File: src/rtl/demux_1to4_reg_pkg.sv
// Shared constants for the 1-to-4 registered demultiplexer.
package demux_1to4_reg_pkg;

  localparam int unsigned NUM_CH = 4;
  localparam int unsigned SEL_W  = 2;

endpackage

File: src/rtl/demux_slot.sv
// One-entry holding register with valid/ready handshake and a wrapping
// delivery counter that steps on every output handshake.
module demux_slot #(
  parameter int unsigned WIDTH = 4,
  parameter int unsigned CNT_W = 8
) (
  input  logic             clk,
  input  logic             rst_n,
  input  logic             load,
  input  logic [WIDTH-1:0] load_data,
  output logic             out_valid,
  input  logic             out_ready,
  output logic [WIDTH-1:0] out_data,
  output logic [CNT_W-1:0] out_cnt
);

  logic             valid_q, valid_d;
  logic [WIDTH-1:0] data_q, data_d;
  logic [CNT_W-1:0] cnt_q, cnt_d;
  logic             pop;

  always_comb begin
    pop     = valid_q && out_ready;
    valid_d = valid_q;
    data_d  = data_q;
    cnt_d   = cnt_q + {{(CNT_W-1){1'b0}}, pop};
    // A load on the same edge as a pop refills the slot without a bubble.
    if (load) begin
      valid_d = 1'b1;
      data_d  = load_data;
    end else if (pop) begin
      valid_d = 1'b0;
    end
  end

  always_ff @(posedge clk or negedge rst_n) begin
    if (!rst_n) begin
      valid_q <= 1'b0;
      data_q  <= '0;
      cnt_q   <= '0;
    end else begin
      valid_q <= valid_d;
      data_q  <= data_d;
      cnt_q   <= cnt_d;
    end
  end

  assign out_valid = valid_q;
  assign out_data  = data_q;
  assign out_cnt   = cnt_q;

endmodule

File: src/rtl/demux_1to4_reg.sv
// Registered 1-to-4 demultiplexer: select decode, ready mux and bus packing
// around one demux_slot per channel.
module demux_1to4_reg
  import demux_1to4_reg_pkg::*;
#(
  parameter int unsigned WIDTH = 4,
  parameter int unsigned CNT_W = 8
) (
  input  logic                    clk,
  input  logic                    rst_n,
  input  logic                    in_valid,
  output logic                    in_ready,
  input  logic [WIDTH-1:0]        in_data,
  input  logic [SEL_W-1:0]        in_sel,
  output logic [NUM_CH-1:0]       out_valid,
  input  logic [NUM_CH-1:0]       out_ready,
  output logic [NUM_CH*WIDTH-1:0] out_data,
  output logic [NUM_CH*CNT_W-1:0] out_cnt
);

  logic [NUM_CH-1:0] load;
  logic [NUM_CH-1:0] slot_valid;

  // Ready depends only on the addressed slot, never on in_valid.
  always_comb begin
    in_ready = !slot_valid[in_sel] || out_ready[in_sel];
  end

  always_comb begin
    load = '0;
    for (int unsigned i = 0; i < NUM_CH; i++) begin
      load[i] = in_valid && in_ready && (in_sel == SEL_W'(i));
    end
  end

  for (genvar g = 0; g < NUM_CH; g++) begin : g_slot
    demux_slot #(
      .WIDTH(WIDTH),
      .CNT_W(CNT_W)
    ) u_slot (
      .clk      (clk),
      .rst_n    (rst_n),
      .load     (load[g]),
      .load_data(in_data),
      .out_valid(slot_valid[g]),
      .out_ready(out_ready[g]),
      .out_data (out_data[g*WIDTH +: WIDTH]),
      .out_cnt  (out_cnt[g*CNT_W +: CNT_W])
    );
  end

  assign out_valid = slot_valid;

endmodule

File: config.mk
export PLATFORM = sky130hd
export DESIGN_NAME = demux_1to4_reg
export DESIGN_NICKNAME = d
export VERILOG_FILES = /design/src/rtl/demux_1to4_reg_pkg.sv /design/src/rtl/demux_slot.sv /design/src/rtl/demux_1to4_reg.sv
export SDC_FILE = /design/constraint.sdc
export NUM_CORES = 1
export LEC_CHECK = 0
export ABC_AREA = 1
export CAP_MARGIN = 0
export CORE_MARGIN = 8
export CORE_UTILIZATION = 47
export DETAILED_ROUTE_END_ITERATION = 8
export HOLD_SLACK_MARGIN = 0.15
export PLACE_DENSITY_LB_ADDON = 0.08
export SLEW_MARGIN = 20
export SYNTH_ARGS = -nofsm -noshare
export SYNTH_HDL_FRONTEND = slang
export SYNTH_SLANG_ARGS = --single-unit
File: constraint.sdc
create_clock -name clk -period 1.7 [get_ports clk]
set_input_delay 0.425 -clock clk [delete_from_list [all_inputs] [get_ports clk]]
set_output_delay 0.425 -clock clk [all_outputs]
set_load 0.05 [all_outputs]
==> impl_metrics.tcl, run 1 <==
set metrics [dict create \
    cts_made_buffers 5 \
    root_buffer "clkbuf_8" \
    path_cells "nand2_2 -> nand2_1 -> nand2_1 -> nand2_1 -> nand2_2 -> buf_12" \
    max-slew-margin-rel 0.803 \
    synth_cell_type_count 20 \
    multi_input_area_um2 848 \
    grt.total_usage 0.150 \
    port_buffers 65 \
    grt_use_met1 0.167 \
    synth_seq_cells 52 \
    end_kind "output pin" \
    gp_congestion 0.760 \
    grt.met2_usage 0.257 \
    cts_tree "yes" \
    p_per_area_mw_per_mm2 1530 \
    num_vias 1790 \
    wl_per_cell_um 13.7 \
    crit_path_frequent_cell "nand2_1" \
    ios 66 \
    irDropWorstVdd_v 0.00101 \
    cpMaxStageDelayCell "dfrtp_2" \
    finalHoldViolations 0 \
    use_met3 0.0583 \
    fillers 326 \
    antenna_found_initial 0 \
    whs_ns 0.404 \
    netlist_instances 218 \
    fin_area_mm2 0.00358 \
    top_usage_layer "met2" \
    start_util 0.485 \
    critPathKind "flop to output pin" \
    worst_hold_path_type "input pin to flop" \
    required_ns 1.27 \
    grt-ovfl-total 0 \
    diodes 0 \
    yosysSeqAreaShare 0.572 \
    period_minus_slack_ns 1.63 \
    yosys_warnings 0 \
    finClkSkew_ns 0.00390 \
    area_growth_pct 57.5 \
    synth_area_leaders "dfrtp_1 57%, nand2_1 9.1%, xor2_1 6.2%, nand4_1 5.0%, ha_1 4.4%" \
    ctsLongestPathBuffers 2 \
    setup_viol 0 \
    ys_top_cells_by_count "55 x nand2_1, 52 x dfrtp_1, 18 x nand4_1, 17 x inv_1, 16 x xor2_1" \
    route.detailed.drc 0 \
    synth_nets 239 \
    dr.pass1.iters 4 \
    die_area_mm2 0.00732 \
    initialDrtViolationCount 50 \
    finalCritPeriodShare 0.956 \
    grt_pass1_wl_um 8820 \
    cts.sink_count 52 \
    dp_hpwl_um 3880 \
    rows 25 \
    yosys.area.top_type "dfrtp_1" \
    drv_slew 0 \
    cp.arrival_ns 1.20 \
    vias_per_cell 4.88 \
    dpl_cell_area_mm2 0.00342 \
    stdcell_count 367 \
    htreeDepth 2 \
    fin_nets 334 \
    final-seq-area_mm2 0.00131 \
    worstMarginPinSlew_ns 0.293 \
    cpPeakStageDelay_ns 0.43 \
    syn_area_mm2 0.00227 \
    total_power_mw 5.47 \
    core-area_mm2 0.00469 \
    drive_gt1_frac 0.351 \
    status "finished, final reports clean" \
    ys.flop_type "dfrtp_1" \
    max-cap-violations 0 \
    grt_pass1_vias 1877 \
    tns_ns 0 \
    routed_wirelength_um 5030 \
    synth_edf_count 0 \
    ant_nets 0 \
    clkLatencyLatePin_ns 0.30 \
    async_reset_ff_frac 1.00 \
    syn_avg_cell_area_um2 10.4 \
    crit_fanout 3 \
    rsz0062_at_grt "yes" \
    p_leak_nw 1.84 \
    synth_top_area_share 0.572 \
    die_width_um 85.6 \
    reg2reg_slack_ns 0.19 \
    place_inst 352 \
    cp-start-kind "flop" \
    max_freq_mhz 615 \
    grt_max_degree 53 \
    clkSlewWorstSetupHoldPaths_ns 0.09 \
    yosysMostFrequentCell "nand2_1" \
    die_height_um 85.6 \
]
==> report_power, final <==
| group | leakage, nW | internal (mW) | switching (mW) | total, mW |
|---|---|---|---|---|
| registers | 0.636 | 1.57 | 0.389 | 1.96 |
| logic | 1.16 | 1.17 | 1.61 | 2.77 |
| clock network | 0.0503 | 0.363 | 0.380 | 0.743 |
| total | 1.84 | 3.10 | 2.37 | 5.47 |
==> per-stage QoR <==
step           utilization  setup WS [ns]
2_1_floorplan            -         0.0934
3_5_place_dp         0.728         -0.309
5_1_grt              0.763        -0.0109
4_1_cts              0.758       0.000281
3_3_place_gp         0.728         -0.271
6_report             0.763         0.0746
==> cell type report <==
type                            count  share of cell area
Inverter                           18              0.0189
Clock buffer                        7              0.0269
Tap cell                           54              0.0189
Sequential cell                    52               0.365
Timing Repair Buffer               97               0.334
Multi-Input combinational cell    139               0.237
==> critical path: cells and delay by family, from the launching register on <==
family	cells	cell delay, ns
buffers and inverters	1	0.14
flip-flops	1	0.43
AND/OR/NAND/NOR	5	0.33
==> cell families (layout without fill, tap and decap cells) <==
kind of cell,Yosys count,in the layout,synth area share
AND/OR/NAND/NOR,103,103,0.222
flip-flops,52,52,0.572
buffers and inverters,27,122,0.0600
adder cells (fa/ha/maj),8,8,0.0440
XOR/XNOR,24,24,0.0925
AO/OA/AOI/OAI,4,4,0.00881
==> registers in the layout (all words and copies together) (netlist names) <==
name,flops
g_slot.u_slot.out_data,16
g_slot.u_slot.out_cnt,32
g_slot.u_slot.out_valid,4
==> timing repair <==
action,4_1_cts,5_1_grt
hold endpoints to repair,52,0
pin swaps,5,5
setup buffers,3,4
setup endpoints to repair,1,1
resized for setup,14,9
hold buffers,1,0
==> path summary, 6_finish.rpt <==
kind                                                    end  cells after the start                   startpoint
worst max register to register  g_slot[2].u_slot.out_cnt[6]                      8   g_slot[2].u_slot.out_valid
min in group asynchronous       g_slot[1].u_slot.out_cnt[6]                      3                        rst_n
worst max-delay path                               in_ready                      6   g_slot[2].u_slot.out_valid
worst min-delay path             g_slot[1].u_slot.out_valid                      3                 out_ready[1]
max in group asynchronous        g_slot[0].u_slot.out_valid                      3                        rst_n
worst min register to register  g_slot[0].u_slot.out_cnt[7]                      1  g_slot[0].u_slot.out_cnt[7]
==> metal layers <==
| layer | vias to the layer above | part of all wire |
|---|---|---|
| li1 | 888 | - |
| met1 | 852 | 0.42 |
| met2 | 43 | 0.49 |
| met3 | 7 | 0.072 |
| met4 | 0 | 0.014 |
| met5 | - | 0 |
==> cells in the final DEF, fill, tap and decap left out, types with 3 or more instances in the layout <==
master | synthesis | layout
inv_1 | 17 | 17
clkdlybuf4s50_1 | 0 | 5
nand2_1 | 55 | 52
dfrtp_2 | 0 | 4
xor2_1 | 16 | 16
buf_4 | 5 | 46
nor2_1 | 8 | 8
dlygate4sd2_1 | 0 | 3
xnor2_1 | 8 | 8
nand2_2 | 1 | 4
nand3_4 | 3 | 3
buf_12 | 0 | 36
dfrtp_1 | 52 | 48
o21ai_0 | 4 | 4
nand4_1 | 18 | 18
nand3_1 | 14 | 13
ha_1 | 8 | 8
clkbuf_8 | 0 | 7
Note: power is estimated with default switching activity, not from simulation.
==> run 2: changes to the inputs <==
--- a/config.mk
+++ b/config.mk
@@ -5,10 +5,9 @@
 export SDC_FILE = /design/constraint.sdc
 export NUM_CORES = 1
 export LEC_CHECK = 0
-export ABC_AREA = 1
 export CAP_MARGIN = 0
 export CORE_MARGIN = 8
-export CORE_UTILIZATION = 47
+export CORE_UTILIZATION = 46
 export DETAILED_ROUTE_END_ITERATION = 8
 export HOLD_SLACK_MARGIN = 0.15
 export PLACE_DENSITY_LB_ADDON = 0.08
==> run 2 against run 1 <==
  * The run now ends with negative setup slack left
  * Hold slack better by 0.069 ns
  * Area after synthesis is 5.0% lower
  * Non-clock buffer count is 12 lower
  * Final cell count is 18% lower
  * Count of clock-buffer cells in the layout is 2 lower
==> impl_metrics.tcl, run 2 <==
set metrics [dict create \
    status "finished, violations left" \
    failed_checks "negative setup slack" \
    largest_reg_flops 32 \
    root_buffer "clkbuf_8" \
    wl_per_cell_um 16.3 \
    required_ns 1.27 \
    grt_pass1_wl_um 8150 \
    critPathKind "input pin to output pin" \
    rows 25 \
    setup_viol 1 \
    pre_cts_slack_ns -0.442 \
    route.detailed.drc 0 \
    rsz0062_at_grt "yes" \
    worst_hold_path_type "flop to flop" \
    grt-ovfl-total 0 \
    ctsLongestPathBuffers 2 \
    ys_top_cells_by_count "52 x dfrtp_1, 17 x nand3_1, 14 x xnor2_1, 12 x mux2_2, 11 x nand2_1" \
    port_buffers 65 \
    htreeDepth 2 \
    die_width_um 84.5 \
    drv_slew 0 \
    synth_nets 179 \
    synth_area_leaders "dfrtp_1 60%, mux2_2 6.3%, xnor2_1 5.7%, ha_1 4.6%, xor2_1 4.1%" \
    grt_max_degree 53 \
    netlist_instances 158 \
    vias_per_cell 5.01 \
    num_vias 1504 \
    max-slew-margin-rel 0.806 \
    diodes 0 \
    clkSlewWorstSetupHoldPaths_ns 0.09 \
    ant_nets 0 \
    cts_made_buffers 5 \
    die_area_mm2 0.00715 \
    worst_slack_ns -0.155 \
    cp.arrival_ns 1.43 \
    ios 66 \
    finClkSkew_ns 0.00742 \
    fin_util 0.732 \
    yosysSeqAreaShare 0.602 \
    cts.sink_count 52 \
    fillers 324 \
    syn_area_mm2 0.00216 \
    mostFrequentLayoutCells "52 x dfrtp_1, 40 x buf_4, 31 x buf_12" \
    irDropWorstVdd_v 0.00118 \
    gp_congestion 0.741 \
    grt_pass1_vias 1660 \
    yosys.area.top_type "dfrtp_1" \
    ys.flop_type "dfrtp_1" \
    synth_cell_type_count 21 \
    finalCritPeriodShare 1.09 \
    dr.pass1.iters 4 \
    antenna_found_initial 0 \
    die_height_um 84.5 \
    initialDrtViolationCount 53 \
    grt.total_usage 0.141 \
    cts_tree "yes" \
    yosys_warnings 0 \
    dp_hpwl_um 3740 \
    p_per_area_mw_per_mm2 1450 \
    synth_seq_cells 52 \
    p_leak_nw 1.62 \
    routed_wirelength_um 4890 \
    crit_fanout 2 \
    clkLatencyLatePin_ns 0.30 \
    cp-start-kind "input pin" \
    end_kind "output pin" \
    worstMarginPinSlew_ns 0.290 \
    finalHoldViolations 0 \
    fin_nets 266 \
    max_freq_mhz 539 \
    period_minus_slack_ns 1.85 \
    yosysMostFrequentCell "dfrtp_1" \
    start_util 0.467 \
    core-area_mm2 0.00463 \
    synth_top_area_share 0.602 \
    async_reset_ff_frac 1.00 \
    synth_edf_count 0 \
    max-cap-violations 0 \
    area_growth_pct 56.7 \
    final_common_cell "dfrtp_1" \
    syn_avg_cell_area_um2 13.7 \
    drive_gt1_frac 0.455 \
]
-- run 2: changes by cell type after synthesis, sizes merged, moves of 4 or more --
cell    delta
nand2     -45
inv       -18
nand4     -18
mux2      +16
nor2       -6
xnor2      +6
xor2       -6
and3       +5
and2       +4
nand2b     +4
-- run 2: cell type report --
class                           instances  area [um2]  share of cell area
Timing Repair Buffer                   85        1060               0.313
Tap cell                               54        67.6              0.0199
Clock inverter                          3        22.5             0.00665
Multi-Input combinational cell        101         867               0.256
Clock buffer                            5        68.8              0.0203
Sequential cell                        52        1300               0.384
-- run 2: cell families (layout without fill, tap and decap cells) --
logic type,count (synthesis),count (layout),synth area share
AOI/OAI and AO/OA,1,1,0.00231
muxes,17,17,0.102
adders and majority gates,8,8,0.0463
DFF,52,52,0.602
xor gates and xnor gates,24,24,0.0973
buffers and inverters,5,93,0.0191
and+or+nand+nor,51,51,0.130
-- run 2: final timing paths --
path,from,endpoint,slack [ns],depth (start not counted)
worst min register to register,g_slot[3].u_slot.out_cnt[7],g_slot[3].u_slot.out_cnt[7],0.47,1
min in group asynchronous,rst_n,g_slot[2].u_slot.out_cnt[1],0.63,3
worst max register to register,g_slot[2].u_slot.out_valid,g_slot[2].u_slot.out_cnt[2],0.08,7
worst max-delay path,out_ready[3],in_ready,-0.15,4
max in group asynchronous,rst_n,g_slot[1].u_slot.out_cnt[7],0.81,3
worst min-delay path,g_slot[3].u_slot.out_cnt[7],g_slot[3].u_slot.out_cnt[7],0.47,1
-- run 2: critical path: stages --
cell and delay [ns]:
clkdlybuf4s15_1 0.20, nand2b_4 0.15, mux4_2 0.49, buf_8 0.17
-- run 2: power breakdown --
part / internal (mW) / leakage (nW) / switching (mW)
registers: 1.52 / 0.661 / 0.367
logic: 0.989 / 0.908 / 1.33
clock network: 0.296 / 0.0485 / 0.416
-- run 2: metrics by stage --
stage	cells	hold slack, ns	power [mW]	setup TNS (ns)	cell area, um2
after floorplan	158	0.129	3.05	0	2160
after global placement	287	0.434	4.15	-5.25	3200
after detailed placement	287	0.439	4.22	-6.13	3200
after CTS	297	0.481	4.95	-0.175	3340
after global routing	300	0.500	5.12	-0.252	3390
final	300	0.473	4.92	-0.155	3390
-- run 2: per-layer routing --
| layer | share of wire | vias to the layer above | wire length [um] | track usage |
|---|---|---|---|---|
| li1 | - | 705 | - | - |
| met1 | 0.39 | 744 | 1920 | 0.159 |
| met2 | 0.52 | 50 | 2540 | 0.239 |
| met3 | 0.074 | 5 | 362 | 0.0585 |
| met4 | 0.012 | 0 | 57 | 0.0356 |
| met5 | 0 | - | 0 | 0 |
-- run 2: timing repair --
action                                  4_1_cts  5_1_grt
endpoints found under the setup margin        1        2
resized for setup                            15        7
pin swaps                                     0        1
hold endpoints to repair                     52        0
buffers inserted                              1        3
hold buffers                                  1        0
